`config.mk`:
```
export PLATFORM = sky130hd
export DESIGN_NAME = clk_div_multi
export DESIGN_NICKNAME = d
export VERILOG_FILES = /design/src/rtl/clk_div_pkg.sv /design/src/rtl/clk_div_chan.sv /design/src/rtl/clk_div_multi.sv
export SDC_FILE = /design/constraint.sdc
export NUM_CORES = 2
export LEC_CHECK = 0
export CAP_MARGIN = 20
export CORE_MARGIN = 8
export CORE_UTILIZATION = 40
export CTS_CLUSTER_DIAMETER = 200
export DETAILED_ROUTE_END_ITERATION = 8
export PLACE_DENSITY_LB_ADDON = 0.15
export SLEW_MARGIN = 30
export SYNTH_ARGS = -nofsm -noshare
export SYNTH_HDL_FRONTEND = slang
export SYNTH_SLANG_ARGS = --single-unit
```
`constraint.sdc`:
```
create_clock -name clk -period 8 [get_ports clk]
set_clock_uncertainty 0.1 [all_clocks]
set_input_delay 0.8 -clock clk [delete_from_list [all_inputs] [get_ports clk]]
set_output_delay 0.8 -clock clk [all_outputs]
set_load 0.01 [all_outputs]
```
`src/rtl/clk_div_pkg.sv`:
```
// clk_div_pkg
//   Shared constants and the config clamp helper for the multi-channel
//   clock divider (clk_div_multi / clk_div_chan).
package clk_div_pkg;

  localparam int          DFLT_CNT_W  = 32;
  localparam int unsigned DFLT_PERIOD = 1428571;  // 70 Hz at 100 MHz
  localparam int unsigned DFLT_HIGH   = 714285;   // 50% duty

  // Widest counter the clamp helper handles; channels zero-extend into it.
  localparam int CFG_W_MAX = 64;

  typedef struct packed {
    logic [CFG_W_MAX-1:0] period;
    logic [CFG_W_MAX-1:0] high;
  } cfg_t;

  // Period below 2 becomes 2. High time above the period saturates at the
  // period, which keeps the output high for the whole period; a high time
  // of 0 needs no treatment since no count is below 0.
  function automatic cfg_t clamp_cfg(input logic [CFG_W_MAX-1:0] period,
                                     input logic [CFG_W_MAX-1:0] high);
    cfg_t c;
    c.period = (period < CFG_W_MAX'(2)) ? CFG_W_MAX'(2) : period;
    c.high   = (high > c.period) ? c.period : high;
    return c;
  endfunction

endpackage

```
`src/rtl/clk_div_chan.sv`:
```
// clk_div_chan
//   One divider channel: period counter, shadow and active config, and
//   registered clk_out / tick outputs. Config written while the channel is
//   mid-period waits in the shadow until the next period boundary.
// Ports:
//   clk, rst_n            system clock, async active-low reset
//   en                    run enable
//   sync                  restart the period (only while enabled)
//   we                    write strobe for this channel
//   wr_period, wr_high    config values being written
//   clk_out, tick         divided clock and start-of-period strobe
//   pending               a shadowed config is waiting for its boundary
module clk_div_chan
  import clk_div_pkg::*;
#(
  parameter int          CNT_W      = DFLT_CNT_W,
  parameter int unsigned DEF_PERIOD = DFLT_PERIOD,
  parameter int unsigned DEF_HIGH   = DFLT_HIGH
) (
  input  logic             clk,
  input  logic             rst_n,
  input  logic             en,
  input  logic             sync,
  input  logic             we,
  input  logic [CNT_W-1:0] wr_period,
  input  logic [CNT_W-1:0] wr_high,
  output logic             clk_out,
  output logic             tick,
  output logic             pending
);

  localparam logic [CNT_W-1:0] ONE   = CNT_W'(1);
  localparam logic [CNT_W-1:0] RST_P = CNT_W'((DEF_PERIOD < 2) ? 2 : DEF_PERIOD);
  localparam logic [CNT_W-1:0] RST_H = CNT_W'(DEF_HIGH);

  logic [CNT_W-1:0] cnt_q, cnt_d;
  logic [CNT_W-1:0] p_act_q, p_act_d, h_act_q, h_act_d;
  logic [CNT_W-1:0] p_sh_q, p_sh_d, h_sh_q, h_sh_d;
  logic             pend_q, pend_d, clk_out_q, clk_out_d, tick_q, tick_d;

  cfg_t wr_c, sh_c;
  logic last, restart, boundary;

  assign wr_c = clamp_cfg(CFG_W_MAX'(wr_period), CFG_W_MAX'(wr_high));
  assign sh_c = clamp_cfg(CFG_W_MAX'(p_sh_q), CFG_W_MAX'(h_sh_q));

  // Wrap decision always uses the period that was active going into the edge.
  assign last     = (cnt_q == p_act_q - ONE);
  assign restart  = sync | last;
  // A disabled channel is permanently at a boundary, so pending config
  // (and any write) lands in active straight away.
  assign boundary = ~en | restart;

  always_comb begin
    cnt_d     = cnt_q;
    p_act_d   = p_act_q;
    h_act_d   = h_act_q;
    p_sh_d    = p_sh_q;
    h_sh_d    = h_sh_q;
    pend_d    = pend_q;
    clk_out_d = 1'b0;
    tick_d    = 1'b0;

    if (boundary) begin
      // A write coinciding with the boundary bypasses the shadow.
      if (we) begin
        p_act_d = CNT_W'(wr_c.period);
        h_act_d = CNT_W'(wr_c.high);
      end else if (pend_q) begin
        p_act_d = CNT_W'(sh_c.period);
        h_act_d = CNT_W'(sh_c.high);
      end
      pend_d = 1'b0;
    end else if (we) begin
      p_sh_d = wr_period;
      h_sh_d = wr_high;
      pend_d = 1'b1;
    end

    if (en) begin
      cnt_d     = restart ? '0 : cnt_q + ONE;
      clk_out_d = (cnt_d < h_act_d);
      tick_d    = restart;
    end else begin
      // Parked on the last count so the first enabled edge wraps to 0.
      cnt_d = p_act_d - ONE;
    end
  end

  always_ff @(posedge clk or negedge rst_n) begin
    if (!rst_n) begin
      cnt_q     <= RST_P - ONE;
      p_act_q   <= RST_P;
      h_act_q   <= RST_H;
      p_sh_q    <= '0;
      h_sh_q    <= '0;
      pend_q    <= 1'b0;
      clk_out_q <= 1'b0;
      tick_q    <= 1'b0;
    end else begin
      cnt_q     <= cnt_d;
      p_act_q   <= p_act_d;
      h_act_q   <= h_act_d;
      p_sh_q    <= p_sh_d;
      h_sh_q    <= h_sh_d;
      pend_q    <= pend_d;
      clk_out_q <= clk_out_d;
      tick_q    <= tick_d;
    end
  end

  assign clk_out = clk_out_q;
  assign tick    = tick_q;
  assign pending = pend_q;

endmodule

```
`src/rtl/clk_div_multi.sv`:
```
// clk_div_multi
//   NUM_CH independent programmable clock dividers sharing one system clock.
//   Decodes the config channel select into per-channel write strobes and
//   fans sync out to every channel.
// Ports:
//   clk, rst_n            system clock, async active-low reset
//   en[NUM_CH]            per-channel run enable
//   sync                  phase-align pulse for all enabled channels
//   cfg_we, cfg_ch        config write strobe and target channel
//   cfg_period, cfg_high  new period / high time in clk cycles
//   clk_out, tick         per-channel divided clock and period strobe
//   cfg_pending           per-channel config-waiting flag
module clk_div_multi
  import clk_div_pkg::*;
#(
  parameter int          NUM_CH     = 4,
  parameter int          CNT_W      = DFLT_CNT_W,
  parameter int unsigned DEF_PERIOD = DFLT_PERIOD,
  parameter int unsigned DEF_HIGH   = DFLT_HIGH,
  localparam int         CH_W       = (NUM_CH > 1) ? $clog2(NUM_CH) : 1
) (
  input  logic              clk,
  input  logic              rst_n,
  input  logic [NUM_CH-1:0] en,
  input  logic              sync,
  input  logic              cfg_we,
  input  logic [CH_W-1:0]   cfg_ch,
  input  logic [CNT_W-1:0]  cfg_period,
  input  logic [CNT_W-1:0]  cfg_high,
  output logic [NUM_CH-1:0] clk_out,
  output logic [NUM_CH-1:0] tick,
  output logic [NUM_CH-1:0] cfg_pending
);

  logic [NUM_CH-1:0] ch_we;

  // Select values with no matching channel simply produce no strobe.
  always_comb begin
    ch_we = '0;
    for (int i = 0; i < NUM_CH; i++) begin
      ch_we[i] = cfg_we && (cfg_ch == CH_W'(i));
    end
  end

  for (genvar g = 0; g < NUM_CH; g++) begin : g_ch
    clk_div_chan #(
      .CNT_W      (CNT_W),
      .DEF_PERIOD (DEF_PERIOD),
      .DEF_HIGH   (DEF_HIGH)
    ) u_chan (
      .clk       (clk),
      .rst_n     (rst_n),
      .en        (en[g]),
      .sync      (sync),
      .we        (ch_we[g]),
      .wr_period (cfg_period),
      .wr_high   (cfg_high),
      .clk_out   (clk_out[g]),
      .tick      (tick[g]),
      .pending   (cfg_pending[g])
    );
  end

endmodule

```
Word-level counts from Yosys, hierarchy flattened. Cells that the tools add are included.

Latch bits: 0. Output and inout bits: 12. RAM bits: 0. Memories: 0. ROM bits: 0. Register bits after elaboration: 652. Logic and storage cells: 152.

$mul: 0. Eq/ne operators: 7. Shift-type cells: 0. Div/mod/pow operators: 0. Reduce and logical (&&, ||, !) cells: 13. Muxes and demuxes: 58. Bitwise gates (word level): 16. Add/sub/neg operators: 12. Order comparisons: 14.

Operators by type and width (number): 2-to-1 mux 32 bit (42); greater-than comparator 32 x 64 -> 1 bit (5); subtractor 32 x 1 -> 32 bit (second input constant) (8); < comparator 32 x 2 -> 1 bit (second input constant) (5); adder 32 x 1 -> 32 bit (second input constant) (4); equality test 32 bit (4); < comparator 32 bit (4); 2-to-1 mux 1 bit (16); NOT 1 bit (8); OR 1 bit (8); AND reduction 2 bit (4); nonzero test 2 bit (4); equality test 2 bit (second input constant) (2); logical AND 1 bit (4); equality test 2 x 1 -> 1 bit (second input constant) (1); logical NOT 2 bit (1).

Logic depth before layout (Yosys ltp).
Word-level depth: 9. Mapped depth: 31.

Hierarchy. From an unflattened synthesis, not the netlist that was laid out.

Cell total of the unflattened synthesis: 6301. Area, all modules: 52645.5 µm².

Modules (own cells, without submodules): clk_div_chan (g_ch[0].u_chan ...) (cells an instance 1566, area an instance 12987.5 µm², times used 2); clk_div_chan (g_ch[3].u_chan) (cells an instance 1574, area an instance 13432.9 µm², times used 1); clk_div_chan (g_ch[1].u_chan) (cells an instance 1591, area an instance 13200.2 µm², times used 1); clk_div_multi (cells an instance 4, area an instance 37.5 µm², times used 1).

Worst setup path after synthesis. Ideal clock, no wire load.

Kind: register to register. Start: register g_ch[0].u_chan.p_act_q[9]. End: register g_ch[0].u_chan.clk_out_q. Stages on the path, launching flop included: 25. Path slack: 2.184 ns. Library setup time: 0.083 ns. Data arrival time: 5.633 ns. Period minus slack after synthesis: 5.816 ns. Path through: dfrtp_1 buf_6 or4_1 clkbuf_1 or4_1 buf_2 nor4_1 o32ai_1 nor4_4 nand4_4 o31ai_4 buf_6 buf_2 buf_1 buf_1 a22oi_1 ha_1 a21o_1 a21o_1 a21oi_1 nor2_1 nor4bb_1 o311ai_0 a211o_1 o21ai_0.

Word-level cells in the longest chain between the ends: 7. Elaborated cells on any way between the ends: 8. Classes of those cells: add/sub (1); order compare (1); eq/ne (1); mux (3); bitwise (2).

Ends and longest elaborated chain: start: declaration (RTL line clk_div_chan.sv:37) `logic [CNT_W-1:0] p_act_q, p_act_d, h_act_q, h_act_d;`; start signal: assignment (RTL line clk_div_chan.sv:102) `p_act_q <= p_act_d;`; subtractor 32 x 1 -> 32 bit (*) (RTL line clk_div_chan.sv:48) `assign last = (cnt_q == p_act_q - ONE);`; equality test 32 bit (*) (RTL line clk_div_chan.sv:48); OR 1 bit (*) (RTL line clk_div_chan.sv:49) `assign restart = sync | last;`; OR 1 bit (RTL line clk_div_chan.sv:52) `assign boundary = ~en | restart;`; 2-to-1 mux 32 bit (RTL line clk_div_chan.sv:64) `if (boundary) begin`; < comparator 32 bit (*) (RTL line clk_div_chan.sv:82) `clk_out_d = (cnt_d < h_act_d);`; 2-to-1 mux 1 bit (*) (RTL line clk_div_chan.sv:80) `if (en) begin`; net g_ch[0].u_chan.clk_out_d (RTL line clk_div_chan.sv:39) `logic pend_q, pend_d, clk_out_q, clk_out_d, tick_q, tick_d;`; end signal: assignment (RTL line clk_div_chan.sv:107) `clk_out_q <= clk_out_d;`; end: declaration (RTL line clk_div_chan.sv:39).

The timed path passes the listed nets; every way through them passes the cells marked *. A chain may end at the register's enable or synchronous reset.

Worst setup path after layout.
Start: input port cfg_period[28]. End: register g_ch[1].u_chan.clk_out_q.

Word-level cells in the longest chain between the ends: 8.

Ends and longest elaborated chain: start: declaration (RTL line clk_div_multi.sv:28) `input logic [CNT_W-1:0] cfg_period,`; < comparator 32 x 2 -> 1 bit (RTL line clk_div_pkg.sv:24) `c.period = (period < CFG_W_MAX'(2)) ? CFG_W_MAX'(2) : period;`; 2-to-1 mux 32 bit (*) (RTL line clk_div_pkg.sv:24); greater-than comparator 32 x 64 -> 1 bit (RTL line clk_div_pkg.sv:25) `c.high = (high > c.period) ? c.period : high;`; 2-to-1 mux 32 bit (*) (RTL line clk_div_pkg.sv:25); 2-to-1 mux 32 bit (*) (RTL line clk_div_chan.sv:66) `if (we) begin`; 2-to-1 mux 32 bit (*) (RTL line clk_div_chan.sv:64); < comparator 32 bit (*) (RTL line clk_div_chan.sv:82); 2-to-1 mux 1 bit (*) (RTL line clk_div_chan.sv:80); net g_ch[1].u_chan.clk_out_d (RTL line clk_div_chan.sv:39); end signal: assignment (RTL line clk_div_chan.sv:107); end: declaration (RTL line clk_div_chan.sv:39).

Marked as above.

==> reports/results.tsv <==
metric	value	unit
powerDensity	262	mW/mm²
yosysUniqueCellTypes	98	
synth_top_area_share	27.6	%
async_flop_share	100	%
endpoint_kind	register	
area_growth	12.5	%
fin_crit_sh	84.4	%
cp-start-kind	input port	
clkLatencyLatePin	0.66	ns
p_switching	5440	µW
synthFlopType	dfrtp_1	
synth.avg_cell_area	8.62	µm²
first_pass_iters	7	
routed-via-count	43200	
critical_path.top_delay_family	compound AO/OA/AOI/OAI gates	
internal-power	8370	µW
core	0.116	mm²
min_path_type	reg -> reg	
crit_arrival	7.22	ns
yosysSeqAreaShare	35.2	%
drive_above_1_share	12.8	%
drt_drc_violations_left	0	
path_max_fanout	61	
comb_power_share	35.8	%
die_y	358	µm
fmax	148	MHz
synth_area	0.0468	mm²
ys_top_cells_by_count	dfrtp_1 (516), nand2_1 (483), o21ai_0 (422)	
tns	0	ns
swShare	39.4	%
cts_tree	built	
cts_inserted_buffers	80	
cpMostUsedCell	a21oi_1	
finalHoldViolations	0	
vias_per_cell	6.13	
peakVddDrop	0.000150	V
antenna_found_initial	5	
cts_num_sinks	652	
critical_path_class	in -> reg	
clkTransAtPathRegs	0.06	ns
worst_pin_slew	1.09	ns
syn-instance-count	5430	
cts_root_buffer	clkbuf_16	
grt_first_pass_wirelength	282000	µm
wirelength	194000	µm
gp_congestion	1.04	
crit_path_top_delay_cell	nor4_1	
dp_hpwl	146000	µm
boundaryPins	86	
outcome	complete, no violations	
track_usage	29.4	%
portBuffers	85	
synth_nets	5800	
post_drt_wl_per_cell	27.5	µm
grt_overflow	0	
cp.required	8.47	ns
final_nets	5812	
cts_buffer_depth	3	
drv_slew	0	
htree_levels	3	
maxCapViolCount	0	
ys_seq_elements	652	
yosys_warnings	0	
die_x	358	µm
start_util	40.3	%
synth_top_cell_by_area	dfrtp_1	
p_leak	0.0222	µW
synth_top_cells_by_area	dfrtp_1 (28%), ha_1 (7.9%), dfstp_2 (7.6%)	
dp.cells	6882	
grt_pass1_vias	40400	
rsz0062_at_grt	no	
detail-route-antenna-nets	0	
fin_crit	6.75	ns
pwr-share-clk	27.4	%
critPathBufInv	3	
grt_max_degree	149	
dieArea	0.128	mm²
yosysMostFrequentCell	dfrtp_1	
cp_slowest_stage_delay	0.73	ns
drt_iter0_drc	4456	
fin_cells	7038	
slew_headroom	26.7	%
power_frac_seq	36.9	%
num_rows	125	
synth_edf_count	0	
final-setup-viol-count	0	
flip-flops by register name, indices dropped and copies added, names as in the netlist:
name and flops:
g_ch.u_chan.p_sh_q 128, g_ch.u_chan.tick 4, g_ch.u_chan.pending 4, g_ch.u_chan.h_act_q 128
g_ch.u_chan.clk_out 4, g_ch.u_chan.p_act_q 128, g_ch.u_chan.cnt_q 128, g_ch.u_chan.h_sh_q 128
logic make-up after synthesis:
group                      after synthesis  synth area share, %
AOI/OAI and AO/OA                     1459                 20.1
buffers and inverters                  712                 5.88
muxes                                  274                 6.27
adders and majority gates              296                 7.91
xor gates and xnor gates               337                 6.30
DFF                                    652                 35.2
and+or+nand+nor                       1700                 18.3
layout make-up:
class | instances | area (µm²)
diodes | 4 | 10.0
clock buffers | 124 | 2400
clock inverters | 26 | 256
fillers | 11400 | 63500
inverters | 360 | 1350
multi-input cells | 4066 | 27800
flip-flops and latches | 652 | 16500
well taps | 1524 | 1910
repair buffers | 282 | 2450
timing repair:
item                                   in CTS  in global routing
buffers inserted                            0                  0
gates resized for setup                     0                  0
endpoints found under the hold margin       1                  0
hold buffers                                1                  0
worst paths after layout:
kind / start / to / cells after the start / slack, ns
max in group asynchronous: rst_n / g_ch[3].u_chan.h_sh_q[21] / 4 / 5.30
hold / removal: g_ch[3].u_chan.h_act_q[1] / g_ch[3].u_chan.h_act_q[1] / 1 / 0.39
setup reg to reg: g_ch[0].u_chan.p_sh_q[28] / g_ch[0].u_chan.clk_out / 26 / 1.28
hold reg to reg: g_ch[3].u_chan.h_act_q[1] / g_ch[3].u_chan.h_act_q[1] / 1 / 0.39
setup / recovery: cfg_period[28] / g_ch[1].u_chan.clk_out / 31 / 1.25
min in group asynchronous: rst_n / g_ch[1].u_chan.tick / 2 / 0.59
stage by stage:
| step | hold WS [ns] | util (%) | worst slack, ns | area (µm²) | power [µW] |
|---|---|---|---|---|---|
| global route | 0.409 | 45.3 | 0.753 | 52700 | 14600 |
| detailed placement | 0.379 | 43.0 | 0.791 | 50000 | 9950 |
| CTS | 0.392 | 45.3 | 1.29 | 52600 | 13800 |
| finish | 0.394 | 45.3 | 1.25 | 52700 | 13800 |
| floorplan | 0.351 | - | 2.18 | 46800 | 8230 |
| global placement | 0.372 | 42.9 | 0.423 | 49900 | 9900 |
placed cells by master (no fill, tap or decap), drive strengths merged, types with 16 or more instances in the layout:
cell	instances
a211oi	27
a21o	108
a21oi	210
a22o	50
a22oi	159
a31oi	40
and2	25
and3	46
and4	34
buf	199
clkbuf	124
clkdlybuf4s50	82
clkinv	16
dfrtp	516
dfstp	136
ha	296
inv	361
mux2	154
mux2i	120
nand2	484
nand2b	31
nand3	102
nand4	149
nor2	408
nor2b	41
nor3	109
nor4	104
o211ai	22
o21a	23
o21ai	449
o22ai	170
o31ai	31
or2	20
or3	47
or4	26
xnor2	189
xor2	148
power groups by stage:
| stage | clock [µW] | combinational (µW) | sequential (µW) |
|---|---|---|---|
| 2_1_floorplan | 0 | 3580 | 4650 |
| 3_3_place_gp | 0 | 4800 | 5100 |
| 3_5_place_dp | 0 | 4840 | 5110 |
| 4_1_cts | 3840 | 4870 | 5060 |
| 5_1_grt | 3970 | 5450 | 5190 |
| 6_report | 3780 | 4940 | 5090 |
per-layer routing:
| layer | global-route usage (%) | part of all wire [%] | up-vias | routed length (µm) |
|---|---|---|---|---|
| li1 | - | - | 19800 | - |
| met4 | 15.5 | 6.1 | 0 | 11800 |
| met2 | 41.6 | 41 | 1836 | 78700 |
| met5 | 0 | 0 | - | 0 |
| met1 | 42.1 | 45 | 21200 | 87200 |
| met3 | 5.47 | 8.2 | 349 | 15800 |
(Power assumes the default switching activity.)
